===== src/rtl/counter_pkg.sv =====
// Shared definitions for the counter library (up-counter and down-counter timer).
// Latency: n/a (types and constants only).
// Backpressure: n/a.
package counter_pkg;

  // Default counter width shared by the up-counter and the down-counter timer
  localparam int COUNTER_WIDTH = 4;

  // Timer control state
  typedef enum logic {
    IDLE = 1'b0,
    RUN  = 1'b1
  } state_t;

endpackage


===== src/rtl/down_counter_core.sv =====
// WIDTH-bit count register with clear, load and decrement, plus an is_one flag.
// Latency: one clk edge from control input to updated count.
// Backpressure: none; the caller decides every edge (clear > load > decrement > hold).
module down_counter_core
  import counter_pkg::*;
#(
  parameter int WIDTH = COUNTER_WIDTH
) (
  input  logic             clk,
  input  logic             reset,
  input  logic             clear,
  input  logic             load,
  input  logic [WIDTH-1:0] load_val,
  input  logic             dec,
  output logic [WIDTH-1:0] count,
  output logic             is_one
);

  // Count register: clear wins over load, load wins over decrement, otherwise hold
  always_ff @(posedge clk or posedge reset) begin
    if (reset) begin
      count <= '0;
    end else if (clear) begin
      count <= '0;
    end else if (load) begin
      count <= load_val;
    end else if (dec) begin
      count <= count - WIDTH'(1);
    end
  end

  // Terminal-count detect; the top never decrements past 1, so no wrap is possible
  assign is_one = (count == WIDTH'(1));

endmodule


===== src/rtl/down_counter_timer.sv =====
// Loadable down-counter interval timer: one-shot or auto-reload, pause, abort, done pulse.
// Latency: done rises N edges after the start edge for load N (same edge busy falls in one-shot).
// Backpressure: none; en=0 pauses counting, stop aborts, start retriggers at any time.
module down_counter_timer
  import counter_pkg::*;
#(
  parameter int WIDTH = COUNTER_WIDTH
) (
  input  logic             clk,
  input  logic             reset,
  input  logic             start,
  input  logic             stop,
  input  logic             en,
  input  logic             auto_reload,
  input  logic [WIDTH-1:0] load_val,
  output logic [WIDTH-1:0] count,
  output logic             busy,
  output logic             done
);

  state_t           state;
  logic [WIDTH-1:0] reload;
  logic             is_one;
  logic             core_clear;
  logic             core_load;
  logic [WIDTH-1:0] core_load_val;
  logic             core_dec;
  logic             terminal;
  logic             load_zero;

  assign load_zero = (load_val == '0);

  // Per-edge priority: stop > start > terminal count > decrement
  always_comb begin
    core_clear    = 1'b0;
    core_load     = 1'b0;
    core_load_val = load_val;
    core_dec      = 1'b0;
    terminal      = 1'b0;
    if (stop) begin
      core_clear = 1'b1;
    end else if (start) begin
      // A zero load is a zero-length interval: count stays at 0
      if (load_zero) core_clear = 1'b1;
      else           core_load  = 1'b1;
    end else if (state == RUN && en) begin
      if (is_one) begin
        terminal = 1'b1;
        if (auto_reload) begin
          core_load     = 1'b1;
          core_load_val = reload;
        end else begin
          core_clear = 1'b1;
        end
      end else begin
        core_dec = 1'b1;
      end
    end
  end

  down_counter_core #(
    .WIDTH (WIDTH)
  ) u_core (
    .clk      (clk),
    .reset    (reset),
    .clear    (core_clear),
    .load     (core_load),
    .load_val (core_load_val),
    .dec      (core_dec),
    .count    (count),
    .is_one   (is_one)
  );

  // FSM with registered busy/done and the reload register; done defaults low every edge
  always_ff @(posedge clk or posedge reset) begin
    if (reset) begin
      state  <= IDLE;
      reload <= '0;
      busy   <= 1'b0;
      done   <= 1'b0;
    end else begin
      done <= 1'b0;
      if (stop) begin
        state <= IDLE;
        busy  <= 1'b0;
      end else if (start) begin
        if (load_zero) begin
          // Zero-length interval never enters the reload loop
          state <= IDLE;
          busy  <= 1'b0;
          done  <= 1'b1;
        end else begin
          state  <= RUN;
          busy   <= 1'b1;
          reload <= load_val;
        end
      end else if (terminal) begin
        done <= 1'b1;
        if (!auto_reload) begin
          state <= IDLE;
          busy  <= 1'b0;
        end
      end
    end
  end

endmodule


===== config.mk =====
export PLATFORM = sky130hd
export DESIGN_NAME = down_counter_timer
export DESIGN_NICKNAME = d
export VERILOG_FILES = /design/src/rtl/counter_pkg.sv /design/src/rtl/down_counter_core.sv /design/src/rtl/down_counter_timer.sv
export SDC_FILE = /design/constraint.sdc
export NUM_CORES = 1
export LEC_CHECK = 0
export CORE_MARGIN = 1
export CORE_UTILIZATION = 40
export CTS_BUF_LIST = sky130_fd_sc_hd__clkbuf_8
export CTS_CLUSTER_SIZE = 24
export DETAILED_ROUTE_END_ITERATION = 8
export GPL_TIMING_DRIVEN = 0
export PLACE_DENSITY_LB_ADDON = 0.2
export SYNTH_ARGS = -nofsm -noshare
export SYNTH_HDL_FRONTEND = slang
export SYNTH_HIERARCHICAL = 1
export SYNTH_SLANG_ARGS = --single-unit

===== constraint.sdc =====
create_clock -name clk -period 2.02 [get_ports clk]
set_input_delay 0.303 -clock clk [delete_from_list [all_inputs] [get_ports clk]]
set_output_delay 0.303 -clock clk [all_outputs]
set_load 0.005 [all_outputs]

======== Yosys cells after proc, flatten, opt, wreduce, memory -nomap -nowiden ========
Index checks and enable logic that the tools add are counted.
word-level totals
  input bits .............................. 10
  flip-flop bits (word level) ............. 10
  output and inout port bits .............. 6
cells by class
  add/subtract/negate cells ............... 1
  reductions and logical operators ........ 6
  eq/ne operators ......................... 2
  bitwise gates (word level) .............. 2
  multiplexer cells ....................... 35
operators by type and width
  kind                                              count
  two-way mux 4 bit                                 8
  two-way mux 1 bit                                 27
  nonzero test 3 bit                                2
  == test 4 x 1 -> 1 bit, second input constant     1
  zero test 4 bit                                   1
  subtractor 4 x 1 -> 4 bit, second input constant  1
  != test 3 bit, second input constant              1
  AND reduction 3 bit                               1
  inverter 1 bit                                    2
  AND reduction 2 bit                               1
  logical AND 1 bit                                 1

======== Longest topological paths before layout ========
Gate-level depths: netlist (run 1).
  depth in word-level cells ............... 8
  mapped depth ............................ 9
  mapped depth without buffers ............ 9

======== By module ========
Netlist (run 1), hierarchy kept.
by module, submodules not included
  module              seq. area each (um2)  area an instance (um2)  cells each  instances
  down_counter_timer  150.1                 362.8                   30          1
  down_counter_core   100.1                 269.0                   28          1

======== Worst setup path after synthesis (run 1) ========
No wires, ideal clock.
  path kind ............................... flip-flop to flip-flop
  from .................................... reg u_core.count[1]
  to ...................................... reg u_core.count[0]
  cell stages (with the launch flop) ...... 10
  required time ........................... 1.894 ns
  setup slack ............................. 0.205 ns
  data arrival time ....................... 1.689 ns
  clock period less this slack ............ 1.815 ns
  library setup time ...................... 0.126 ns
  path through ............................ dfrtp_1 > inv_1 > ha_1 > nor3b_1 > and3_1 > nand3_2 > nand2_1 > clkbuf_1 > mux2i_1 > nor2_1
between the ends
  word-level cells in the longest chain between the ends .. 7
  elaborated cells on any way between the ends .. 20
ends and longest elaborated chain
  element                     line                      text
  start, declared             down_counter_core.sv:15   output logic [WIDTH-1:0] count,
  start signal, assigned      down_counter_core.sv:26   count <= load_val;
  start signal, assigned      down_counter_core.sv:28   count <= count - WIDTH'(1);
  == test 4 x 1 -> 1 bit (*)  down_counter_core.sv:33   assign is_one = (count == WIDTH'(1));
  via is_one                  down_counter_timer.sv:23  logic is_one;
  two-way mux 1 bit (*)       down_counter_timer.sv:47  if (is_one) begin
  two-way mux 1 bit (*)       down_counter_timer.sv:46  end else if (state == RUN && en) begin
  two-way mux 1 bit (*)       down_counter_timer.sv:42  end else if (start) begin
  two-way mux 1 bit (*)       down_counter_timer.sv:40  if (stop) begin
  via core_load               down_counter_timer.sv:25  logic core_load;
  two-way mux 4 bit           down_counter_core.sv:25   end else if (load) begin
  two-way mux 4 bit           down_counter_core.sv:23   end else if (clear) begin
Mark *: on every way through the listed nets, which the timed path passes. The rest lies on a longest branch.
A chain may end at the register's enable or synchronous reset.

======== Worst setup path in the final report (run 1) ========
  from .................................... reg u_core.count[1]
  to ...................................... reg u_core.count[0]
between the ends
  word-level cells in the longest chain between the ends .. 7
  elaborated cells on any way between the ends .. 20
ends and longest elaborated chain
  element                 line                      text
  == test 4 x 1 -> 1 bit  down_counter_core.sv:33
  via is_one              down_counter_timer.sv:23
  two-way mux 4 bit       down_counter_timer.sv:47
  two-way mux 4 bit       down_counter_timer.sv:46
  two-way mux 4 bit       down_counter_timer.sv:42
  two-way mux 4 bit       down_counter_timer.sv:40
  via core_load_val[0]    down_counter_timer.sv:26  logic [WIDTH-1:0] core_load_val;
  two-way mux 4 bit       down_counter_core.sv:25
  two-way mux 4 bit       down_counter_core.sv:23
The timed path passes the listed nets, and every way through them passes these cells.

==> results of run 1 <==
## worst max-delay path, delay by kind of cell (launching register included)
family	cells	cell delay, ns
fa+ha+maj	1	0.14
buf+inv	1	0.10
flops	1	0.42
mux	2	0.45
simple gates	4	0.64
## what timing repair did
| action | CTS | global route |
|---|---|---|
| resized for setup | 0 | 3 |
| gates cloned | 0 | 0 |
| pin swaps | 0 | 1 |
| setup endpoints to repair | 1 | 2 |
| hold buffers | 0 | 0 |
## area by class of cell
| cell class | instances | share of cell area [%] |
|---|---|---|
| multi-input cells | 40 | 42.03 |
| clock buffers | 4 | 6.377 |
| well taps | 15 | 2.174 |
| inverters | 7 | 3.043 |
| repair buffers | 15 | 17.39 |
| flip-flops and latches | 10 | 28.99 |
## flip-flops by register name, summed over array words and instances (netlist names)
signal        count
done              1
reload            4
state             1
u_core/count      4
## routing by layer
layer	global-route usage, %	vias up	part of all wire, %
met5	0	-	0
met4	9.677	0	2.1
met3	7.826	4	5.9
met2	21.88	12	46
met1	20.11	228	46
li1	-	235	-
## power by group
part | internal (mW) | leakage (nW) | switching, mW
sequential | 0.219 | 0.129 | 0.0152
clock | 0.171 | 0.0288 | 0.0750
combinational | 0.0610 | 0.237 | 0.0419
total | 0.451 | 0.395 | 0.132
## cells by family after synthesis
| family | share of synthesized area [%] |
|---|---|
| adders and majority gates | 3.960 |
| and+or+nand+nor | 21.78 |
| xor gates and xnor gates | 4.159 |
| DFF | 39.60 |
| AOI/OAI and AO/OA | 13.07 |
| buffers and inverters | 4.753 |
| muxes | 12.67 |
## cell usage in the layout, fill, tap and decap left out, types with 2 or more instances in the layout
cell type and count:
a21oi_1 3, a22o_2 2, clkbuf_8 4, clkdlybuf4s50_1 15
dfrtp_1 10, ha_1 2, inv_1 7, mux2_2 4
mux2i_1 2, nand2_1 2, nor2_1 5, o21a_1 2
xor2_1 2
## worst paths after layout
| kind | start | end |
|---|---|---|
| worst max-delay path | u_core/count[1]$_DFFE_PP0P_ | u_core/count[0]$_DFFE_PP0P_ |
| worst min-delay path | reset | u_core/count[3]$_DFFE_PP0P_ |
| worst max register to register | u_core/count[1]$_DFFE_PP0P_ | u_core/count[0]$_DFFE_PP0P_ |
| worst min register to register | reload[1]$_DFFE_PP0P_ | reload[1]$_DFFE_PP0P_ |
| max in group asynchronous | reset | reload[1]$_DFFE_PP0P_ |
| min in group clk | reload[1]$_DFFE_PP0P_ | reload[1]$_DFFE_PP0P_ |
## stage by stage
stage          util (%)  power, mW  TNS [ns]  cells  worst slack (ns)
5_1_grt           62.44     0.6214         0     91           0.01971
4_1_cts           61.63     0.5940         0     91           0.07817
2_1_floorplan         -     0.2899         0     58            0.2055
3_3_place_gp      57.92     0.3373  -0.01399     88         -0.007484
6_report          62.44     0.5832         0     91            0.1444
3_5_place_dp      57.92     0.3397  -0.07299     88          -0.04739
==> flow_summary.ini, run 1 <==
[status]
status = finished, final reports clean

[timing]
grt_setup_unrepaired = false
post-route-period-util_pct = 92.85
maxSlewViolCount = 0
clock_skew_ns = 0.002259
finalSetupViolations = 0
timing.hold.ws_ns = 0.2701
hold_violations = 0
fin_crit_ns = 1.876
fmax_mhz = 533.2
relSlewSlack_pct = 80.54
worst_pin_slew_ns = 0.2909

[power_and_ir_drop]
vdd_ir_drop_max_mv = 0.4957
leakagePower_nw = 0.3953
power.density_nw_per_um2 = 675.5

[clock_tree]
clkSinkCount = 10
root_buffer = clkbuf_8
cts_buffers = 3
cts_tree = done
clock_path_buffers = 2
clk-insertion-delay-late_ns = 0.23
post_cts_buffers = 0
h-tree-depth = 1
path_clk_slew_ns = 0.05

[synthesis]
ys_seq_area_share_pct = 39.60
synth-edff-count = 0
yosysTopAreaCell = dfrtp_1
synth.distinct_cells = 27
syn-num-nets = 70
synth.most_common_cell = dfrtp_1
yosys_warnings = 6
async_flop_share_pct = 100.0
yosysTopAreaCellShare_pct = 39.60
ys_ff_latch = 10
avgSynthCellArea_um2 = 10.89
synthCells = 58
syn_area_um2 = 631.9
synth_ff_type = dfrtp_1
synth.area.top_cells = dfrtp_1 (40%), mux2_2 (7.1%), inv_1 (4.2%)
synthTopCellsByCount = dfrtp_1 (10), inv_1 (7), nor2_1 (5)

[drt]
final_antenna_net_count = 0
avgRoutedWirePerCell_um = 12.86
num_vias = 479
drt-pass1-iter-count = 4
wirelength_um = 1170
drc = 0
dr.first_iter.drc_count = 15
avgViaCountPerCell = 5.264

[placed_design]
port_buffers = 15
place.gp.congestion = 0.6984
placed_area_um2 = 800.8
hpwl_um = 920.1

[critical_path]
cp_max_fo = 5
worstSetupStartpointType = flop
critPathArrivalTime_ns = 1.98
cp_cell_sequence = inv_1 -> ha_1 -> nor3b_1 -> and3_2 -> nand3_4 -> mux2_2 -> mux2i_1 -> nor2_1
crit_type = reg2reg
max_stage_delay_ns = 0.42
rr_worst_depth = 8
worstPathRequired_ns = 2.13
r2r_setup_slack_ns = 0.14
end_kind = flop
crit_slowest_cell = dfrtp_1

[global_route]
grt_pass1_wl_um = 1973
grt_max_degree = 8
grt.total_usage_pct = 16.05
grt_overflow = 0
grt_pass1_vias = 446
antenna_found_initial = 0

[run]
maxCapViolations = 0

[layout]
insertedDiodeCount = 0
layout-drive-gt1-share_pct = 23.68
multi_input_area_um2 = 362.8
syn_to_final_growth_pct = 36.63
seqCellArea_um2 = 250.2
final_nets = 89
fill_cells = 110
post-route-cell-area_um2 = 863.3

[die]
std_cell_rows = 13
dieArea_um2 = 1743
io_pins = 16
die_h_um = 41.75
start_util_pct = 45.70
die_width_um = 41.75
core_um2 = 1383

[hold_path]
hold_class = in2async
(Power assumes the default switching activity.)
==> run 2, diff against run 1 <==
--- a/config.mk
+++ b/config.mk
@@ -8,6 +8,7 @@
 export CORE_MARGIN = 1
 export CORE_UTILIZATION = 40
 export CTS_BUF_LIST = sky130_fd_sc_hd__clkbuf_8
+export CTS_CLUSTER_DIAMETER = 40
 export CTS_CLUSTER_SIZE = 24
 export DETAILED_ROUTE_END_ITERATION = 8
 export GPL_TIMING_DRIVEN = 0
==> results of run 2 <==
Final layout, timing and power as in run 1 (identical DEF).
==> edit 1, RTL diff (flow settings as in run 1) <==
The package constant `COUNTER_WIDTH` goes from 4 to 3.
--- a/src/rtl/counter_pkg.sv
+++ b/src/rtl/counter_pkg.sv
@@ -4,7 +4,7 @@
 package counter_pkg;
 
   // Default counter width shared by the up-counter and the down-counter timer
-  localparam int COUNTER_WIDTH = 4;
+  localparam int COUNTER_WIDTH = 3;
 
   // Timer control state
   typedef enum logic {
Interface: changed (resized count and load_val); port bits go from 16 to 14. No check against the original RTL was run, so the function may have changed too.
==> edit 1 against run 1 <==
- setup slack improved by 48 ps
- synthesized area down 18%
- wire length fell by 24%
- worst hold slack better by 4.3 ps
- fmax up 2.6%
- design area decreased by 17%
- first-iteration DRC count down 47%
- total power shrank 22%
- sequential cell count down 2
- global-route usage is 0.58 points lower
- largest power group unchanged
==> edit 1: results (changes against run 1) <==
[status]
status=complete, no violations

[worst_setup_path]
rrSetupSlack_ps=190  ; +50 ps
rr_startpoint=u_core/count[0]

[routing]
drtIter0Drc=8  ; -7
routed_wl_um=885  ; -24%
drtPass1Iterations=2  ; -2
via_per_inst=4.96  ; -5.7%

[synth]
yosys-top-cells-count=dfrtp_1 (8), inv_1 (7)
yosys.area_share.adder=0.0481  ; +0.00847
synthXorXnorAreaFrac=0.0168  ; -0.0248
synth.distinct_cells=25  ; -7.4%
ys_seq_area_frac=0.385  ; -0.0114
synth_area_leaders=dfrtp_1 (38%), mux2_4 (8.7%), inv_1 (5.0%), a22o_1 (5.0%), ha_1 (4.8%)
synth.area.mux_share=0.106  ; -0.0210
synth_nets=59  ; -16%
synth_compound_area_frac=0.156  ; +0.0256

[finish]
drive_above_1_share=0.234  ; -0.00247
fin_nets=77  ; -13%
n_fill_cell=94  ; -15%

[place]
dp.final_hpwl_um=717  ; -22%
pre_cts_ws_ps=-17.6  ; +29.8 ps
port_buffers=13  ; -2

[sta]
finalCritPeriodShare=0.905  ; -0.0239
finalClockSkew_ps=2.11  ; -0.151 ps
relSlewSlack=0.798  ; -0.00706

[grt]
grt_pass1_wl_mm=1.48  ; -25%

[pwr]
p_leak_nw=0.326  ; -17%

edit 1: cell types whose count changed in the layout (fill, tap and decap cells not counted), sizes merged, moves of 2 or more:
cell / before / now
a21oi: 3 / 0
nor2b: 1 / 4
a211oi: 0 / 2
clkdlybuf4s50: 15 / 13
dfrtp: 10 / 8
mux2: 5 / 3
nand2: 3 / 1
o21a: 2 / 0
xor2: 2 / 0
edit 1: worst max-delay path, delay by kind of cell, from the launching register on:
family,cells,cell delay [ps]
AOI/OAI and AO/OA,2,620
adders and majority gates,1,210
DFF,1,410
and+or+nand+nor,3,480
edit 1: area by class of cell:
type / instances / area [um^2] / area share
Tap cell: 14 / 17.5 / 0.0243
Multi-Input combinational cell: 33 / 304 / 0.423
Timing Repair Buffer: 13 / 130 / 0.181
Clock buffer: 3 / 41.3 / 0.0574
Inverter: 7 / 26.3 / 0.0365
Sequential cell: 8 / 200 / 0.278
edit 1: logic make-up after synthesis:
family          Yosys count
simple gates             17
compound gates            9
flops                     8
buf+inv                   7
mux                       4
fa+ha+maj                 2
xor+xnor                  1
edit 1: power breakdown:
group	switching (mW)	leakage, nW	internal (mW)
combinational	0.0347	0.201	0.0508
clock	0.0572	0.0216	0.129
sequential	0.0100	0.104	0.175
total	0.102	0.326	0.355
edit 1: through the flow:
| step | cell area, um^2 | TNS (ps) | power [mW] | hold WS (ps) |
|---|---|---|---|---|
| floorplan | 520 | 0 | 0.231 | 56.6 |
| global placement | 668 | -17.3 | 0.270 | 487 |
| detailed placement | 668 | -17.6 | 0.272 | 490 |
| CTS | 709 | 0 | 0.465 | 272 |
| global route | 719 | 0 | 0.485 | 284 |
| finish | 719 | 0 | 0.457 | 274 |
edit 1: worst max path at each step:
stage                            endpoint             from  depth (start not counted)
after floorplan           u_core/count[2]  u_core/count[1]                          8
after detailed placement  u_core/count[2]            start                          6
final                     u_core/count[1]  u_core/count[0]                          6
after global placement    u_core/count[2]            start                          6
after CTS                 u_core/count[2]  u_core/count[1]                          8
after global routing      u_core/count[1]  u_core/count[1]                          7
edit 1: repair_timing:
item,CTS,global route
resized for setup,0,3
buffers inserted,0,0
setup endpoints to repair,0,1
hold buffers,0,0
edit 1: metal layers:
metal  vias up  GRT usage  part of all wire  routed length [um]
li1        203          -                 -                   -
met1       176      0.179              0.46                 406
met2         8      0.250              0.51                 455
met3         0     0.0349             0.025                  22
met4         0      0.107                 0                   0
met5         -          0                 0                   0
==> edit 2, RTL diff (settings of run 1) <==
Made on the original files. Reset style: synchronous (`reset`), changed in 2 clocked blocks.
--- a/src/rtl/down_counter_core.sv
+++ b/src/rtl/down_counter_core.sv
@@ -17,7 +17,7 @@
 );
 
   // Count register: clear wins over load, load wins over decrement, otherwise hold
-  always_ff @(posedge clk or posedge reset) begin
+  always_ff @(posedge clk) begin
     if (reset) begin
       count <= '0;
     end else if (clear) begin
--- a/src/rtl/down_counter_timer.sv
+++ b/src/rtl/down_counter_timer.sv
@@ -72,7 +72,7 @@
   );
 
   // FSM with registered busy/done and the reload register; done defaults low every edge
-  always_ff @(posedge clk or posedge reset) begin
+  always_ff @(posedge clk) begin
     if (reset) begin
       state  <= IDLE;
       reload <= '0;
Function: differs if reset is asserted again (counterexample within 4 cycles, from zero or initial values and one cycle with reset high); with reset held inactive, the same outputs for 10 cycles.
==> edit 2 against run 1 <==
- wire length up 17%
- design area is 4.1% higher
- synthesized area fell by 3.0%
- total power decreased by 7.6%
- setup slack worse by 49 ps
- global-route usage is 1.9 points higher
- first-iteration DRC count shrank 47%
- sequential cell count stayed put
==> edit 2: results (changes against run 1) <==
[synth]
synth.area.mux_share=0.0735  ; -0.0533
synth_compound_area_frac=0.196  ; +0.0652
yosys-top-cells-count=dfxtp_1 (10), nand2_1 (10), o21ai_0 (8)
yosys.area_share.adder=0.0408  ; +0.00121
synthFlopType=dfxtp_1
synth_nets=79  ; +13%
synth.distinct_cells=26  ; -3.7%
synthArstFlopShare=0  ; -1.00
synthXorXnorAreaFrac=0.0429  ; +0.00127
synth_area_leaders=dfxtp_1 (33%), mux2_2 (7.3%), o21ai_0 (6.5%), nand2_1 (6.1%), a21oi_1 (5.7%)
avgSynthCellArea_um2=9.15  ; -16%
ys_seq_area_frac=0.327  ; -0.0695

[place]
placed_cells=96  ; +9.1%
port_buffers=14  ; -1
globalplace.congestion=0.758  ; +8.6%
dp.final_hpwl_um=950  ; +3.2%

[worst_setup_path]
worstSetupEndpoint=u_core/count[1]
critical_path.startpoint=u_core/count[1]
reg2reg_depth=9  ; +1
arrival_ps=2050  ; +70 ps

[status]
status=complete, no violations

[finish]
drive_above_1_share=0.247  ; +0.0103
fin_cells=104  ; +14%
n_fill_cell=117  ; +6.4%

[sta]
tightest_slew_ps=455  ; +164 ps
finalClockSkew_ps=9.56  ; +7.30 ps

[grt]
grt_use_met1=0.192  ; -0.00953
grt_max_degree=9  ; +1
grt_pass1_wl_mm=1.87  ; -5.3%
grt_usage=0.180  ; +0.0192
grt_pass1_vias=466  ; +4.5%

[pwr]
ir_worst_vdd_mv=0.375  ; -24%
p_leak_nw=0.330  ; -16%

[min_path]
min_path_type=reg2reg

[routing]
drtIter0Drc=8  ; -7
routed_wl_mm=1.37  ; +17%
via_per_inst=5.36  ; +1.7%

## edit 2: cell count changes after synthesis, sizes merged, moves of 3 or more
cell   change
dfxtp     +10
nand2      +7
dfrtp     -10
a21oi      +4
a22o       -3
inv        -4
nor2       -3
o21ai      +8
## edit 2: cells by family after synthesis
group | count (synthesis)
xor gates and xnor gates | 3
muxes | 4
buffers and inverters | 4
AOI/OAI and AO/OA | 21
and+or+nand+nor | 23
DFF | 10
adders and majority gates | 2
## edit 2: timing repair
action                                  CTS  global route
endpoints found under the setup margin    4             4
pin swaps                                 2             2
endpoints found under the hold margin     0             0
cloned                                    0             0
gates resized for setup                   3             9
buffers inserted                          3             1
## edit 2: per-stage QoR
stage | cell area (um^2) | hold slack, ps | worst slack [ps] | utilization
2_1_floorplan | 618 | 372 | 15.3 | -
3_3_place_gp | 777 | 464 | -140 | 0.569
3_5_place_dp | 777 | 465 | -156 | 0.569
4_1_cts | 863 | 473 | -0.770 | 0.632
5_1_grt | 898 | 499 | -24.5 | 0.658
6_report | 898 | 472 | 95.0 | 0.658
## edit 2: power by group
part,total [mW],switching (mW),internal [mW],leakage [nW]
Combinational,0.0731,0.0333,0.0398,0.219
Sequential,0.210,0.00710,0.203,0.0830
Clock,0.256,0.0841,0.172,0.0288
Total,0.539,0.124,0.414,0.330
## edit 2: layout make-up
class | count | share of cell area
sequential | 10 | 0.231
clock buffer | 4 | 0.0613
multi-input combinational | 53 | 0.478
buffer | 1 | 0.00418
inverter | 3 | 0.0153
tap | 15 | 0.0209
timing repair buffer | 18 | 0.189
## edit 2: worst min-delay path by stage
stage                     end  depth (start not counted)  slack [ps]
floorplan           reload[0]                          1         370
global placement    reload[3]                          2         460
detailed placement  reload[2]                          2         470
CTS                 reload[2]                          2         470
global route        reload[1]                          2         500
finish              reload[2]                          2         470
## edit 2: layer usage
layer / share of wire / wire [um]
met5: 0 / 0
met4: 0.017 / 23
met3: 0.053 / 72
met2: 0.49 / 673
met1: 0.44 / 595
## edit 2: worst min-delay path, stage by stage, from the launching register on
cell and delay, ps:
dfxtp_1 300, o21ai_0 60, a21oi_1 60
